File: src/rtl/board_clock_pkg.sv
// board_clock_pkg: divider constants, enable phase positions and reset-sequencer states for board_clock_enable
package board_clock_pkg;
  localparam int CPU_DIV = 6;
  localparam int PSG_DIV = 2;
  localparam int DIV_W = 3;
  localparam logic [DIV_W-1:0] DIV_LAST = DIV_W'(CPU_DIV - 1);
  localparam logic [DIV_W-1:0] DIV_P = 3'd0;
  localparam logic [DIV_W-1:0] DIV_N = 3'd3;
  localparam logic [DIV_W-1:0] DIV_P_T = 3'd3;
  localparam logic [DIV_W-1:0] DIV_N_T0 = 3'd1;
  localparam logic [DIV_W-1:0] DIV_N_T1 = 3'd4;
  typedef enum logic {HOLD, RUN} seq_state_t;
endpackage

File: src/rtl/board_ready_sync.sv
// board_ready_sync: 2-flop synchroniser for an asynchronous level, async active-low reset to 0
module board_ready_sync (
  input  logic clk,
  input  logic rst_n,
  input  logic d,
  output logic q
);
  logic s1;
  always_ff @(posedge clk or negedge rst_n)
    if (!rst_n) {q, s1} <= 2'b00;
    else {q, s1} <= {s1, d};
endmodule

File: src/rtl/board_clock_enable.sv
// board_clock_enable: MSX clock enables from one /6 divider plus sequenced system reset.
// Optional BOARD_CLOCK_TURBO_EN adds TURBO/TURBO_ACTIVE for a 7.16MHz CPU enable pattern.
module board_clock_enable
  import board_clock_pkg::*;
#(
  parameter int RESET_HOLD = 21480,
  parameter int HOLD_W = 15
) (
  input  logic CLK,
  input  logic RESET_n,
  input  logic CLK_READY,
  output logic SYS_RESET_n,
  output logic CE_10M,
  output logic CE_CPU_P,
  output logic CE_CPU_N,
  output logic CE_PSG
`ifdef BOARD_CLOCK_TURBO_EN
  ,
  input  logic TURBO,
  output logic TURBO_ACTIVE
`endif
);
  localparam int PSG_W = $clog2(PSG_DIV);
  localparam logic [PSG_W-1:0] PSG_LAST = PSG_W'(PSG_DIV - 1);
  localparam logic [HOLD_W-1:0] HOLD_LAST = HOLD_W'(RESET_HOLD - 1);
  logic [DIV_W-1:0] div;
  logic [PSG_W-1:0] psg_ph;
  logic [HOLD_W-1:0] cnt, cnt_nxt;
  seq_state_t state, state_nxt;
  logic rdy, turbo_act;
  board_ready_sync u_rdy_sync (.clk(CLK), .rst_n(RESET_n), .d(CLK_READY), .q(rdy));
`ifdef BOARD_CLOCK_TURBO_EN
  logic turbo_s;
  board_ready_sync u_turbo_sync (.clk(CLK), .rst_n(RESET_n), .d(TURBO), .q(turbo_s));
  // Speed changes only at the period boundary so no CPU phase is ever cut short.
  always_ff @(posedge CLK or negedge RESET_n)
    if (!RESET_n) turbo_act <= 1'b0;
    else turbo_act <= state_nxt == RUN && (div == DIV_LAST ? turbo_s : turbo_act);
  assign TURBO_ACTIVE = turbo_act;
`else
  assign turbo_act = 1'b0;
`endif
  always_ff @(posedge CLK or negedge RESET_n)
    if (!RESET_n) begin
      div <= '0;
      psg_ph <= '0;
      CE_10M <= 1'b0;
      CE_CPU_P <= 1'b0;
      CE_CPU_N <= 1'b0;
      CE_PSG <= 1'b0;
    end else begin
      div <= div == DIV_LAST ? '0 : div + 1'b1;
      psg_ph <= div == DIV_LAST ? (psg_ph == PSG_LAST ? '0 : psg_ph + 1'b1) : psg_ph;
      CE_10M <= !div[0];
      CE_CPU_P <= div == DIV_P || (turbo_act && div == DIV_P_T);
      CE_CPU_N <= turbo_act ? (div == DIV_N_T0 || div == DIV_N_T1) : div == DIV_N;
      CE_PSG <= div == DIV_P && psg_ph == PSG_LAST;
    end
  always_ff @(posedge CLK or negedge RESET_n)
    if (!RESET_n) begin
      state <= HOLD;
      cnt <= '0;
    end else begin
      state <= state_nxt;
      cnt <= cnt_nxt;
    end
  always_comb begin
    state_nxt = state;
    cnt_nxt = '0;
    if (state == HOLD && rdy) begin
      state_nxt = cnt == HOLD_LAST ? RUN : HOLD;
      cnt_nxt = (cnt == HOLD_LAST || &cnt) ? cnt : cnt + 1'b1;
    end
    if (state == RUN && !rdy) state_nxt = HOLD;
  end
  assign SYS_RESET_n = state == RUN;
endmodule

File: config.mk
export PLATFORM = sky130hd
export DESIGN_NAME = board_clock_enable
export DESIGN_NICKNAME = d
export VERILOG_FILES = /design/src/rtl/board_clock_pkg.sv /design/src/rtl/board_ready_sync.sv /design/src/rtl/board_clock_enable.sv
export SDC_FILE = /design/constraint.sdc
export NUM_CORES = 1
export LEC_CHECK = 0
export CORE_AREA = 5 5 55 57
export DETAILED_ROUTE_END_ITERATION = 10
export DIE_AREA = 0 0 60 62
export GPL_TIMING_DRIVEN = 0
export PLACE_DENSITY = 0.75
export SYNTH_ARGS = -nofsm -noshare
export SYNTH_HDL_FRONTEND = slang
export SYNTH_SLANG_ARGS = --single-unit
File: constraint.sdc
create_clock -name CLK -period 2.15 [get_ports CLK]
set_input_delay 0.645 -clock CLK [delete_from_list [all_inputs] [get_ports CLK]]
set_output_delay 0.645 -clock CLK [all_outputs]
set_load 0.005 [all_outputs]
# Word-level counts from Yosys, hierarchy flattened
# Cells that the tools add are included.
[classes]
shift = 0
addsub = 3
n_lt_le_gt_ge = 0
n_bitwise = 1
n_reduce_logical = 9
mux = 7
eq_ne = 4
n_mul = 0
div = 0
[op_table]
columns = ["operator", "n"]
rows = [
  ["15-bit 2-to-1 mux", 2],
  ["15-bit by 1-bit adder with 15-bit output, second input constant", 1],
  ["15-bit == test, second input constant", 1],
  ["15-bit AND reduction", 1],
  ["1-bit 2-to-1 mux", 4],
  ["3-bit by 1-bit adder with 3-bit output, second input constant", 1],
  ["3-bit by 2-bit == test with 1-bit output, second input constant", 1],
  ["3-bit == test, second input constant", 1],
  ["1-bit logical AND", 3],
  ["3-bit zero test", 1],
  ["3-bit 2-to-1 mux", 1],
  ["1-bit zero test", 2],
  ["2-bit != test, second input constant", 1],
  ["2-bit nonzero test", 1],
  ["1-bit adder, second input constant", 1],
  ["1-bit logical OR", 1],
  ["1-bit NOT", 1],
]
[totals]
mem_bits_rw = 0
regBits = 26
mem_count = 0
romBits = 0
wordCells = 34
inputBits = 3
latch_bits = 0
out_inout_bits = 5

# Longest topological paths before layout
# Gate-level depths: netlist of run 1.
[depth]
word_depth = 4
mapped_depth = 6

# Cells and area by module
# Synthesis of run 1 repeated with hierarchy kept, for this count alone.
[hier_totals]
cells_unflattened = 112
area_unflattened_um2 = 1203.7
[modules_own_cells]
columns = ["module", "seq_area_each_um2", "instances", "cells_each", "area_each_um2"]
rows = [
  ["board_clock_enable", 600.6, 1, 110, 1153.6],
  ["board_ready_sync", 50.0, 1, 2, 50.0],
]

# Worst setup path before layout of run 1
# No wires, ideal clock.
[synth_timing]
path_kind = "register -> register"
from = "reg cnt[11]"
to = "reg cnt[1]"
path_stages_with_launch = 5
setup_ns = 0.134
path_buffers = 0
synth_period_minus_slack_ns = 1.766
setup_slack_ns = 0.384
required_ns = 2.016
t_arrival_ns = 1.632
path_cell_list = "dfrtp_1 -> or4_4 -> or4_4 -> nand3b_1 -> a21oi_1"
[synth_via]
elab_chain_len = 3
elab_cells_between_ends = 4
[synth_rtl]
columns = ["item", "line", "source"]
rows = [
  ["start, declared", "board_clock_enable.sv:28", "logic [HOLD_W-1:0] cnt, cnt_nxt;"],
  ["start signal, assigned", "board_clock_enable.sv:65", "cnt <= cnt_nxt;"],
  ["15-bit == test / 15-bit AND reduction (equally long branches)", "board_clock_enable.sv:72", "cnt_nxt = (cnt == HOLD_LAST || &cnt) ? cnt : cnt + 1'b1;"],
  ["1-bit logical OR (*)", "board_clock_enable.sv:72", ""],
  ["2-bit != test (no source line) (*)", "--", ""],
]
# Mark *: on every way between the ends. The rest lies on a longest branch, timed or not.
# A chain may end at the register's enable or synchronous reset.

# Worst setup path in the final report of run 1
[layout_timing]
from = "reg cnt[11]"
to = "reg cnt[2]"
# The elaborated chain is that of the path after synthesis.

==> metrics.txt, run 1 <==
status complete, no violations; Tot GR Track Use 0.165; Setup TNS Final 0 ps; Starting Density 0.524; die width 60 µm; final slew viol count 0; Synth Area per Inst 10.6 µm²; Routed WL 2640 µm; Synth cell types 31; clk_skew 10.8 ps; Area Overhead vs Synth 13.1%; initial DRC count 26; First-pass DRT Iterations 4; Hold EP u_rdy_sync.q; Peak VDD IR 0.000487 V; register clock-pin slew on the reported worst setup and hold paths 150 ps; total CTS buffers 3; Cell Area, Synth 1270 µm²; flop and latch count out of synthesis 26; initial antenna violation count 0; crit path launch cnt[11]; Post-CTS Resized 0; cells after synthesis 120; Synth Net Count 127; achievable clock frequency 513 MHz; Ys Warns 0; CTS Hold Bufs 0; Async S/R FF share, synth 1.00; pin count of the biggest net entering global routing 27; Design Power 874 µW; CTS tree built; RSZ-0062 raised after global routing false; number of global-route vias before repair 1029; Hold Crit Class reg -> reg; ratio of cells with drive above 1 in the final layout 0.0916; DIE AREA 3720 µm²; Vias/cell 6.04; Placeable Area 2430 µm²; clk sinks 26; Power Dens Cells 607 nW/µm²; final setup violation count 0; relative slew slack 0.218; final worst slack 200 ps; startpoint class of the critical path register; HPWL Detailed 1880 µm; crit path kind reg -> reg; reg-to-reg slack, setup 200 ps; HP Start u_rdy_sync.s1; IO Count 8; Skew-Pair Late Insertion Delay 320 ps; I/O Buffers 7; Critical Path AT 2200 ps; WL per Instance 16.4 µm; Clock Path Buffers 2; via count of the routed design 973; Antenna Diode Count 0; fillers 208; Nets 139; H-Tree Depth 1; CTS root buf clkbuf_4; critical path capture point type register; Lkg Pwr 0.000599 µW; Tcrit/Tclk final 0.907; Site Rows 18; Post-synth EDFFs 0; gpl congestion 0.936; Hold Vio Cnt, Final 0; crit-path max FO 10; post-route ant nets 0; Hold Path Cell Cnt 0; data required time of the worst path 2400 ps; max-cap viol count 0; top_reg_cell synth dfrtp_1; R2R depth 5; actual slew at the worst max-slew pin 1170 ps; Die Y 62 µm; fin crit period 1950 ps; # Post-CTS Setup Buffers 0; register area share after synthesis 0.511; Residual DRC 0; reg2reg start cnt[11]; GR Overflow Total 0; RR Endpoint cnt[2]; post-place setup slack 67.8 ps; hold slack final 393 ps; first-pass GRT wire length 4550 µm
==> cells in the mapped netlist (all sizes together) (4+ instances only) <==
library cell | count | area [µm²]
nor3 | 6 | 30.0
inv | 7 | 26.3
nor2 | 5 | 18.8
nand4 | 5 | 37.5
o31ai | 5 | 37.5
ha | 4 | 50.1
a21oi | 11 | 55.1
nand2 | 10 | 37.5
or4 | 7 | 60.1
nor4 | 7 | 58.8
dfrtp | 26 | 651
nand3 | 4 | 25.0
xnor2 | 5 | 43.8
==> final cells by class <==
| cell class | count | area, µm² | area share |
|---|---|---|---|
| buffer | 3 | 37.5 | 0.0261 |
| clock buffer | 3 | 22.5 | 0.0156 |
| clock inverter | 1 | 30.0 | 0.0209 |
| inverter | 7 | 26.3 | 0.0182 |
| multi-input combinational | 84 | 566 | 0.393 |
| sequential | 26 | 651 | 0.452 |
| tap | 30 | 37.5 | 0.0261 |
| timing repair buffer | 7 | 70.1 | 0.0487 |
==> stage by stage <==
step | instance area, µm² | utilization | std cells
6_report | 1440 | 0.592 | 161
3_3_place_gp | 1380 | 0.568 | 157
2_1_floorplan | 1270 | - | 120
3_5_place_dp | 1380 | 0.568 | 157
5_1_grt | 1440 | 0.592 | 161
4_1_cts | 1430 | 0.590 | 161
==> placed cells by master (no fill, tap or decap), drive strengths merged, types with 2 or more instances in the layout <==
cell,netlist,layout
a21oi,11,11
and2,2,2
clkbuf,1,4
clkdlybuf4s50,0,7
dfrtp,26,26
ha,4,4
inv,7,7
mux2i,2,2
nand2,10,10
nand2b,2,2
nand3,4,4
nand4,5,5
nor2,5,5
nor3,6,6
nor4,7,7
o21ai,2,2
o31ai,5,5
or4,7,7
xnor2,5,5
==> flip-flops by register name, indices dropped and copies added, names as in the netlist <==
name,cells
cnt,15
div,3
CE_10M,1
CE_CPU_N,1
CE_CPU_P,1
CE_PSG,1
SYS_RESET_n,1
psg_ph,1
u_rdy_sync.q,1
u_rdy_sync.s1,1
==> critical path, cell delays in order (launching register included) <==
cell,delay (ps)
dfrtp_1,470
or4_4,570
nor4_4,390
buf_6,200
o31ai_1,90
a21oi_1,160
==> report_power, final <==
part | internal, µW | switching (µW) | total [µW]
Combinational | 12.7 | 22.6 | 35.3
Sequential | 495 | 6.67 | 502
Clock | 188 | 149 | 337
Total | 697 | 178 | 874
==> layer usage <==
metal | GRT usage | routed length (µm) | vias to the layer above
met2 | 0.287 | 1350 | 14
met3 | 0.0351 | 97 | 2
met4 | 0.0506 | 18 | 0
li1 | - | - | 457
met1 | 0.206 | 1170 | 500
met5 | 0 | 0 | -
==> worst max path at each step <==
stage | end | slack, ps | cells after the start
floorplan | cnt[1] | 380 | 4
global placement | div[2] | 150 | 1
detailed placement | div[1] | 70 | 1
CTS | cnt[4] | 50 | 5
global route | cnt[4] | 70 | 5
finish | cnt[2] | 200 | 5
==> cell families (layout without fill, tap and decap cells) <==
logic type,count (synthesis),in the layout,synth area share
DFF,26,26,0.511
adders and majority gates,4,4,0.0393
and+or+nand+nor,52,52,0.251
AOI/OAI and AO/OA,20,20,0.0914
muxes,2,2,0.0157
buffers and inverters,10,21,0.0501
xor gates and xnor gates,6,6,0.0413
Power figures use the tool's default switching activity.
==> run 2, diff against run 1 <==
HOLD_SLACK_MARGIN = 0.05   (was default)
==> results of run 2 <==
Same layout as run 1: the final DEF is identical, and so are final timing and power.
